<file path="src/rtl/bk_sector_streamer_pkg.sv">
// Shared types for the backup sector streamer: FSM state and transfer direction.
package bk_pkg;

    typedef enum logic [1:0] {
        IDLE = 2'd0,
        REQ  = 2'd1,
        GAP  = 2'd2,
        XFER = 2'd3
    } bk_state_t;

    typedef enum logic {
        DIR_SAVE = 1'b0,
        DIR_LOAD = 1'b1
    } bk_dir_t;

endpackage

</file>
<file path="src/rtl/bk_sector_streamer_if.sv">
// SD block handshake between the sector streamer (master) and hps_io (slave).
// One rd/wr request per sector; ack is held high for the duration of the sector.
interface bk_sector_streamer_if #(
    parameter int LBA_W = 32
);
    logic [LBA_W-1:0] sd_lba;
    logic             sd_rd;
    logic             sd_wr;
    logic             sd_ack;

    modport master (output sd_lba, sd_rd, sd_wr, input sd_ack);
    modport slave  (input sd_lba, sd_rd, sd_wr, output sd_ack);
endinterface

</file>
<file path="src/rtl/bk_sector_streamer_timeout.sv">
// Saturating acknowledge timeout: expired is high on the (2^TMO_W-1)th enabled cycle since clear.
// Counter holds at all ones; clear has priority over enable.
module bk_timeout #(
    parameter int TMO_W = 20
) (
    input  logic clk_sys,
    input  logic RESET_n,
    input  logic clr,
    input  logic en,
    output logic expired
);
    localparam logic [TMO_W-1:0] LAST = TMO_W'((2 ** TMO_W) - 2);

    logic [TMO_W-1:0] cnt;

    always_ff @(posedge clk_sys or negedge RESET_n) begin
        if (!RESET_n) begin
            cnt <= '0;
        end else if (clr) begin
            cnt <= '0;
        end else if (en && (cnt != '1)) begin
            cnt <= cnt + TMO_W'(1);
        end
    end

    // cnt counts completed cycles, so the current enabled cycle is the (cnt+1)th
    assign expired = en && (cnt >= LAST);

endmodule

</file>
<file path="src/rtl/bk_sector_streamer.sv">
// Streams 2^SECT_BITS sectors of a backup slot over sd_rd/sd_wr with ack timeout, retry and abort.
// Request edge to first rd/wr: 2 cycles; ack stalls are absorbed by the per-sector timeout.
module bk_sector_streamer
    import bk_pkg::*;
#(
    parameter int               SECT_BITS = 6,
    parameter int               SLOT_BITS = 2,
    parameter int               LBA_W     = 32,
    parameter logic [LBA_W-1:0] BASE_LBA  = '0,
    parameter int               TMO_W     = 20,
    parameter int               MAX_RETRY = 3
) (
    input  logic                  clk_sys,
    input  logic                  RESET_n,
    input  logic                  enable,
    input  logic                  load_req,
    input  logic                  save_req,
    input  logic [SLOT_BITS-1:0]  slot,
    input  logic                  abort,
    bk_sector_streamer_if.master  sd,
    output logic [SECT_BITS-1:0]  sector,
    output logic                  busy,
    output logic                  loading,
    output logic                  done,
    output logic                  error
);
    localparam int             RW        = (MAX_RETRY < 1) ? 1 : $clog2(MAX_RETRY + 1);
    localparam logic [RW-1:0]  RETRY_LIM = RW'(MAX_RETRY);

    bk_state_t             state;
    bk_dir_t               dir;
    logic [SLOT_BITS-1:0]  slot_l;
    logic [RW-1:0]         retry;
    logic                  ld_q, ld_d, sv_q, sv_d, ack_q;
    logic                  abort_pend;
    logic                  tmo_exp;
    logic                  ld_rise, sv_rise, ack_rise, ack_fall;

    assign ld_rise  = ld_q & ~ld_d;
    assign sv_rise  = sv_q & ~sv_d;
    assign ack_rise = sd.sd_ack & ~ack_q;
    assign ack_fall = ~sd.sd_ack & ack_q;

    function automatic logic [LBA_W-1:0] lba_of(input logic [SLOT_BITS-1:0] s,
                                                input logic [SECT_BITS-1:0] c);
        return BASE_LBA + LBA_W'({s, c});
    endfunction

    bk_timeout #(.TMO_W(TMO_W)) u_tmo (
        .clk_sys (clk_sys),
        .RESET_n (RESET_n),
        .clr     (state != REQ),
        .en      (state == REQ),
        .expired (tmo_exp)
    );

    always_ff @(posedge clk_sys or negedge RESET_n) begin
        if (!RESET_n) begin
            state      <= IDLE;
            dir        <= DIR_SAVE;
            slot_l     <= '0;
            retry      <= '0;
            ld_q       <= 1'b0;
            ld_d       <= 1'b0;
            sv_q       <= 1'b0;
            sv_d       <= 1'b0;
            ack_q      <= 1'b0;
            abort_pend <= 1'b0;
            sector     <= '0;
            busy       <= 1'b0;
            loading    <= 1'b0;
            done       <= 1'b0;
            error      <= 1'b0;
            sd.sd_lba  <= BASE_LBA;
            sd.sd_rd   <= 1'b0;
            sd.sd_wr   <= 1'b0;
        end else begin
            ld_q  <= load_req & enable;
            ld_d  <= ld_q;
            sv_q  <= save_req & enable;
            sv_d  <= sv_q;
            ack_q <= sd.sd_ack;
            done  <= 1'b0;

            case (state)
                IDLE: begin
                    // load wins a same-cycle tie; rises outside IDLE are simply dropped
                    if (ld_rise || sv_rise) begin
                        state      <= REQ;
                        dir        <= ld_rise ? DIR_LOAD : DIR_SAVE;
                        slot_l     <= slot;
                        sector     <= '0;
                        retry      <= '0;
                        abort_pend <= 1'b0;
                        error      <= 1'b0;
                        busy       <= 1'b1;
                        loading    <= ld_rise;
                        sd.sd_lba  <= lba_of(slot, SECT_BITS'(0));
                        sd.sd_rd   <= ld_rise;
                        sd.sd_wr   <= ~ld_rise;
                    end
                end

                REQ: begin
                    if (abort || ack_rise || tmo_exp) begin
                        sd.sd_rd <= 1'b0;
                        sd.sd_wr <= 1'b0;
                    end
                    if (abort) begin
                        state   <= IDLE;
                        busy    <= 1'b0;
                        loading <= 1'b0;
                    end else if (ack_rise) begin
                        state <= XFER;
                    end else if (tmo_exp) begin
                        if (retry < RETRY_LIM) begin
                            retry <= retry + RW'(1);
                            state <= GAP;
                        end else begin
                            error   <= 1'b1;
                            state   <= IDLE;
                            busy    <= 1'b0;
                            loading <= 1'b0;
                        end
                    end
                end

                GAP: begin
                    if (abort) begin
                        state   <= IDLE;
                        busy    <= 1'b0;
                        loading <= 1'b0;
                    end else begin
                        state    <= REQ;
                        sd.sd_rd <= (dir == DIR_LOAD);
                        sd.sd_wr <= (dir == DIR_SAVE);
                    end
                end

                XFER: begin
                    // an abort here only takes effect once hps_io releases the sector
                    if (abort) abort_pend <= 1'b1;
                    if (ack_fall) begin
                        if (abort || abort_pend || (&sector)) begin
                            done    <= ~(abort | abort_pend);
                            state   <= IDLE;
                            busy    <= 1'b0;
                            loading <= 1'b0;
                        end else begin
                            sector    <= sector + SECT_BITS'(1);
                            retry     <= '0;
                            sd.sd_lba <= lba_of(slot_l, sector + SECT_BITS'(1));
                            sd.sd_rd  <= (dir == DIR_LOAD);
                            sd.sd_wr  <= (dir == DIR_SAVE);
                            state     <= REQ;
                        end
                    end
                end

                default: state <= IDLE;
            endcase
        end
    end

endmodule

</file>
<file path="src/flat_wrapper.sv">
// flat-port wrapper written by rule: the top's interface ports become plain ports
module bk_sector_streamer_flat import bk_pkg::*;
#(
    parameter int               SECT_BITS = 6,
    parameter int               SLOT_BITS = 2,
    parameter int               LBA_W     = 32,
    parameter logic [LBA_W-1:0] BASE_LBA  = '0,
    parameter int               TMO_W     = 20,
    parameter int               MAX_RETRY = 3
)
  (clk_sys, RESET_n, enable, load_req, save_req, slot, abort, sector, busy, loading, done, error, sd_sd_lba, sd_sd_rd, sd_sd_wr, sd_sd_ack);
  bk_sector_streamer_if #(.LBA_W(LBA_W)) sd_i ();
  input  logic clk_sys;
  input  logic RESET_n;
  input  logic enable;
  input  logic load_req;
  input  logic save_req;
  input  logic [SLOT_BITS-1:0] slot;
  input  logic abort;
  output logic [SECT_BITS-1:0] sector;
  output logic busy;
  output logic loading;
  output logic done;
  output logic error;
  output wire logic [$bits(sd_i.sd_lba)-1:0] sd_sd_lba;
  output wire logic [$bits(sd_i.sd_rd)-1:0] sd_sd_rd;
  output wire logic [$bits(sd_i.sd_wr)-1:0] sd_sd_wr;
  input wire logic [$bits(sd_i.sd_ack)-1:0] sd_sd_ack;
  assign sd_sd_lba = sd_i.sd_lba;
  assign sd_sd_rd = sd_i.sd_rd;
  assign sd_sd_wr = sd_i.sd_wr;
  assign sd_i.sd_ack = sd_sd_ack;
  bk_sector_streamer #(.SECT_BITS(SECT_BITS), .SLOT_BITS(SLOT_BITS), .LBA_W(LBA_W), .BASE_LBA(BASE_LBA), .TMO_W(TMO_W), .MAX_RETRY(MAX_RETRY)) u_core (.clk_sys(clk_sys), .RESET_n(RESET_n), .enable(enable), .load_req(load_req), .save_req(save_req), .slot(slot), .abort(abort), .sd(sd_i), .sector(sector), .busy(busy), .loading(loading), .done(done), .error(error));
endmodule
</file>
<file path="config.mk">
export PLATFORM = sky130hd
export DESIGN_NAME = bk_sector_streamer_flat
export DESIGN_NICKNAME = d
export VERILOG_FILES = /design/src/rtl/bk_sector_streamer_pkg.sv /design/src/rtl/bk_sector_streamer_if.sv /design/src/rtl/bk_sector_streamer_timeout.sv /design/src/rtl/bk_sector_streamer.sv /design/src/flat_wrapper.sv
export SDC_FILE = /design/constraint.sdc
export NUM_CORES = 1
export LEC_CHECK = 0
export ABC_AREA = 1
export ABC_CLOCK_PERIOD_IN_PS = 3670
export BUFFER_PORTS_ARGS = -buffer_cell sky130_fd_sc_hd__buf_2
export CAP_MARGIN = 20
export CORE_AREA = 2 2 116 118
export DETAILED_ROUTE_END_ITERATION = 6
export DIE_AREA = 0 0 118 120
export SLEW_MARGIN = 20
export SYNTH_ARGS = -nofsm -noshare
export SYNTH_HDL_FRONTEND = slang
export SYNTH_SLANG_ARGS = --single-unit
export TNS_END_PERCENT = 5
</file>
<file path="constraint.sdc">
create_clock -name clk_sys -period 3.67 [get_ports clk_sys]
set_input_delay 0.734 -clock clk_sys [delete_from_list [all_inputs] [get_ports clk_sys]]
set_output_delay 0.734 -clock clk_sys [all_outputs]
set_load 0.05 [all_outputs]
</file>
After elaboration in Yosys (flattened, before gate mapping):

Index checks and enable logic that the tools add are counted.

* flip-flop bits (word level): 77
* bits of input ports: 9
* output and inout port bits: 44
* logic and storage cells: 141

* add/subtract/negate cells: 3
* order comparisons: 2
* equal/unequal tests: 22
* multiplexer cells: 60
* bitwise logic cells: 14
* reductions and logical operators: 21

Operators with widths (number)
* $mux W32: 3
* $pmux W32 S2: 1
* $mux W20: 2
* $mux W1: 29
* $mux W2: 13
* $add A20 B1 Y20 const B: 1
* $ge A20 B20 Y1 const B: 1
* $ne A20 B20 Y1 const B: 1
* $mux W6: 3
* $pmux W1 S4: 4
* $ne A2 B1 Y1 const B: 7
* $ne A2 B2 Y1 const B: 7
* $pmux W6 S2: 1
* $reduce_and A6 Y1: 2
* $pmux W2 S4: 1
* $reduce_and A8 Y1: 1
* $not A1 Y1: 7
* $reduce_and A7 Y1: 1
* $add A6 B1 Y6 const B: 1
* $and A1 B1 Y1: 6
* $ne A3 B3 Y1 const B: 2
* $pmux W2 S3: 1
* $reduce_and A3 Y1: 2
* $reduce_bool A2 Y1: 3
* other kinds (15): 22

Longest topological paths before layout:

* depth in word-level cells: 6
* depth in mapped cells: 12
* depth with buffers taken out: 11

Hierarchy:

From an unflattened synthesis, not the netlist that was laid out.

* cell total of the unflattened synthesis: 408
* area total of the unflattened synthesis: 3022.9 um2

By module, submodules not included
* bk_sector_streamer: times used 1, cells each 212, area an instance 1667.8 um2, sequential area each 675.6 um2
* bk_timeout: times used 1, cells each 196, area an instance 1355.0 um2, sequential area each 500.5 um2

Least setup slack after synthesis:

No wires, ideal clock.

* path kind: register -> register
* from: reg u_core.sector[0]
* to: reg u_core.sector[2]
* library setup time: 118 ps
* data arrival time: 1785 ps
* required time: 3552 ps
* setup slack: 1767 ps
* stages on the path, launching flop included: 9
* buffers on the path: 0
* clock period less this slack: 1903 ps
* cells stage by stage: dfrtp_1 > ha_1 > nand3_2 > o21ai_2 > nor2_2 > o21ai_4 > inv_2 > nand3_1 > nand2_1

* word-level cells in the longest chain between the ends: 4
* elaborated cells on any way between the ends: 8
* classes of those cells: 1 x add/sub; 1 x eq/ne; 3 x mux; 3 x reduce/logical

RTL lines
* start: declaration: RTL line bk_sector_streamer.sv:21 `output logic [SECT_BITS-1:0] sector,`
* start signal: assignment: RTL line bk_sector_streamer.sv:150 `sector <= sector + SECT_BITS'(1);`
* $add A6 B1 Y6 or $reduce_and A6 Y1 (tied branches): RTL line bk_sector_streamer.sv:150, bk_sector_streamer.sv:144
* $mux W6 or $logic_or A1 B1 Y1 (tied branches): RTL line bk_sector_streamer.sv:144 `if (abort || abort_pend || (&sector)) begin`
* $mux W6 or $ne A2 B2 Y1 (tied branches)
* $pmux W6 S2 or $reduce_and A4 Y1 (tied branches)

Several ways; a longest one is shown, not always the timed one. The select of a mux whose other input is x is not followed.
A chain may end at the register's enable or synchronous reset.

Worst setup path in the final report:

* from: reg u_core.u_tmo.cnt[0]
* to: reg u_core.u_tmo.cnt[5]

* word-level cells in the longest chain between the ends: 3
* elaborated cells on any way between the ends: 6
* classes of those cells: 1 x add/sub; 1 x eq/ne; 2 x mux; 2 x reduce/logical

RTL lines
* start: declaration: RTL line bk_sector_streamer_timeout.sv:14 `logic [TMO_W-1:0] cnt;`
* start signal: assignment: RTL line bk_sector_streamer_timeout.sv:22 `cnt <= cnt + TMO_W'(1);`
* $add A20 B1 Y20 or $ne A20 B20 Y1 (tied branches): RTL line bk_sector_streamer_timeout.sv:22, bk_sector_streamer_timeout.sv:21
* $mux W20 or $logic_and A1 B1 Y1 (tied branches): RTL line bk_sector_streamer_timeout.sv:21 `end else if (en && (cnt != '1)) begin`
* $mux W20 or $reduce_bool A2 Y1 (tied branches)

Several ways; a longest one is shown, not always the timed one. The select of a mux whose other input is x is not followed.

==> impl_results.md <==
* Setup bufs post-CTS at 0
* Period utilisation layout at 51.75%
* Final hold slack at roughly 0.38 ns
* Gr busiest metal: met2
* Pre-antenna DRT Iters at 4
* Clk sinks at 47
* Place WS at ~1.8 ns
* Initial antenna violation count at 0
* Switching power total at 0.0009722 W
* Global routing met2 resource utilization at 16.10%
* Power Density at about 650 nW/um^2
* Worst-path clk slew at 0.07 ns
* Post-synth top area share at around 40%
* Ys Warns at 0
* Largest area contributor in the netlist: dfrtp_1
* Peak VDD IR at 0.0004832 V
* Met1 Use GR at 11.67%
* Hold Crit Class: flip-flop to flip-flop
* Global route overflow at 0
* Detailed-route via count at 2358
* CP max stage delay at 0.48 ns
* Post-Syn Area at roughly 2900 um^2
* Fraction of layout cells with a size suffix above 1 at a little over a fifth
* Die Span Y at 120 um
* Max H-tree Level at 2
* ANT cells at 0
* Int Power at 0.001159 W
* First-pass GRT wire length at 10.74 mm
* CP endpoint kind: flip-flop
* Maximum clock frequency at 0.5266 GHz
* RSZ-0062 raised after global routing: no
* Initial Utilization at 22.43%
* DRT iter0 DRCs at 93
* Largest net degree at the start of global routing at 48
* GRT Total Usage at 9.185%
* CTS root buf: clkbuf_16
* # hold bufs at CTS at 0
* CP Buf/Inv Count at 4
* Clk buf depth at 2
* Sequential power share at around a third
* Antenna Nets Post-Route at 0
* CTS tree: built
* Avg Cell Area, Syn at 7.785 um^2
* Seq cells post-synth at 47
* Slew headroom at 60.53%
* # port buffers at 28
* CP startpoint kind: flip-flop
* Synth-to-Final Area Change at 12.63%
* Worst path cell trace: ha_1, nand3_2, inv_2, nand2_2, inv_2, nand2_2, inv_2, nand2_4, nor2_4, inv_2, o31ai_1
* DP Area at ~3100 um^2
* Post-layout min period at 1.899 ns
* Area contributors post-synth: dfrtp_1 40%, nand2_1 12%, buf_4 8.0%
* Synth Instances at about 370
* Row count at 42
* Top Ports at 53
* Nets at between 400 and 500
* Final Skew at between 0.007 and 0.008 ns
* Total CTS buffers at 5
* Max-slew violations at 0
* Post_cts resized at 0
* Least-Margin Pin Slew at around 0.59 ns
* Arrival time at the worst endpoint at 2.10 ns
* Crit Path Class: flip-flop to flip-flop
* Post-route cell area at between 3000 and 4000 um^2
* Most used cell, CP: inv_2
* Status: completed
* LEAKAGE at between 1.5 and 2 nW
* Critical path's slowest cell: dfrtp_1
* Total power draw at 0.002131 W
* CP Max Fanout at 12
* Total of max-cap violations at 0
* Width of the die at 118 um
* Number of global-route vias before repair at 2291
* Routed WL at ~6.2 mm
* Global Route met3 Usage at 1.663%
* Core box area at 12980 um^2
* Yosys cell types at 38
* Via density at a little over 4
* Post-route setup TNS at 0 ns
* DR WL/cell at 10.76 um
* Clock power frac at 25.0%
* Drt drc at 0
* Final hold violation count at 0
* Switching Share at a little under half
* Comb pwr share at 41.1%
* Worst EP required at 3.87 ns
* Crit-path leading delay family: flip-flops
* Sequential area share after synthesis at 40.40%
* Final worst slack at between 1.5 and 2 ns
* Clk Latency, worst-skew pair at 0.29 ns
* GP Congestion at 0.8833
* HPWL Detailed at about 4.7 mm
* Die footprint at 14160 um^2
* Setup violations, final at 0
metrics by stage:
stage,instances,utilization [%]
finish,575,25.27
global route,575,25.27
CTS,575,25.25
detailed placement,567,23.93
global placement,567,23.93
floorplan,397,-
power groups by stage:
stage	registers [W]	clock network [W]	logic, W
global placement	0.000726	0	0.000867
CTS	0.000723	0.000541	0.000888
floorplan	0.000846	0	0.000600
detailed placement	0.000733	0	0.000884
finish	0.000722	0.000533	0.000877
global route	0.000738	0.000561	0.000989
synthesized netlist by cell type, drive strengths merged:
cell type and n:
nand2 108, dfrtp 47, inv 45, nor2 36, buf 33, nand3 31
o21ai 20, nor3 14, a21oi 9, nand4 8, ha 4, a31oi 3
o31ai 3, o21bai 2, or2 2, xnor2 2, xor2 2, a31o 1
clkbuf 1, conb 1, mux2i 1, nand3b 1
final cells by class:
| cell class | instances | area, um^2 |
|---|---|---|
| Clock inverter | 3 | 46.29 |
| Inverter | 45 | 173.9 |
| Clock buffer | 5 | 125.1 |
| Tap cell | 176 | 220.2 |
| Multi-Input combinational cell | 271 | 1395 |
| Sequential cell | 47 | 1176 |
| Fill cell | 1437 | 9701 |
| Timing Repair Buffer | 28 | 142.6 |
final timing paths:
check | slack [ns] | cells past startpoint | end | from
setup / recovery | 1.77 | 11 | u_core.u_tmo.cnt[5] | u_core.u_tmo.cnt[0]
hold / removal | 0.38 | 0 | u_core.sv_d | u_core.sv_q
setup reg to reg | 1.77 | 11 | u_core.u_tmo.cnt[5] | u_core.u_tmo.cnt[0]
hold reg to reg | 0.38 | 0 | u_core.sv_d | u_core.sv_q
max in group asynchronous | 2.83 | 1 | u_core.u_tmo.cnt[14] | RESET_n
min in group asynchronous | 0.44 | 1 | u_core.u_tmo.cnt[7] | RESET_n
sequential cells by signal, summed over array words and instances (netlist names), 2 cells and up:
signal,cells
u_core.slot_l,2
u_core.u_tmo.cnt,20
u_core.sd.sd_lba,3
u_core.state,2
u_core.sector,5
u_core.retry,2
kinds of logic (layout without fill, tap and decap cells):
family	Yosys count	after routing	share of synthesized area, %
fa+ha+maj	4	4	1.719
flops	47	47	40.40
xor+xnor	4	4	1.203
mux	1	1	0.3438
other cells	1	24	0.1288
simple gates	200	200	33.52
compound gates	38	38	8.036
buf+inv	79	81	14.65
placed cells by master, fill, tap and decap left out, types with 2 or more instances in the layout:
cell type,synthesis,layout
nand2_1,93,93
o21ai_0,12,12
nor2_1,28,28
o21ai_1,6,6
nor2_2,2,2
o31ai_1,2,2
dfrtp_1,47,47
nor3_1,12,12
nor2_8,2,2
inv_2,11,11
xnor2_1,2,2
conb_1,1,24
nand2_4,2,2
xor2_1,2,2
nand4_1,8,8
nor2_4,4,4
nor3_2,2,2
nand3_2,3,3
ha_1,4,4
nand2_2,13,13
inv_1,32,32
or2_2,2,2
clkbuf_16,0,5
nand3_1,28,28
inv_4,2,2
a31oi_1,3,3
buf_2,1,27
o21bai_1,2,2
a21oi_1,8,8
metal layers:
metal	vias up	routed length [um]
met5	-	0
met4	0	64
met3	7	288
met2	61	2930
met1	1095	2906
li1	1195	-
Power figures use the tool's default switching activity.
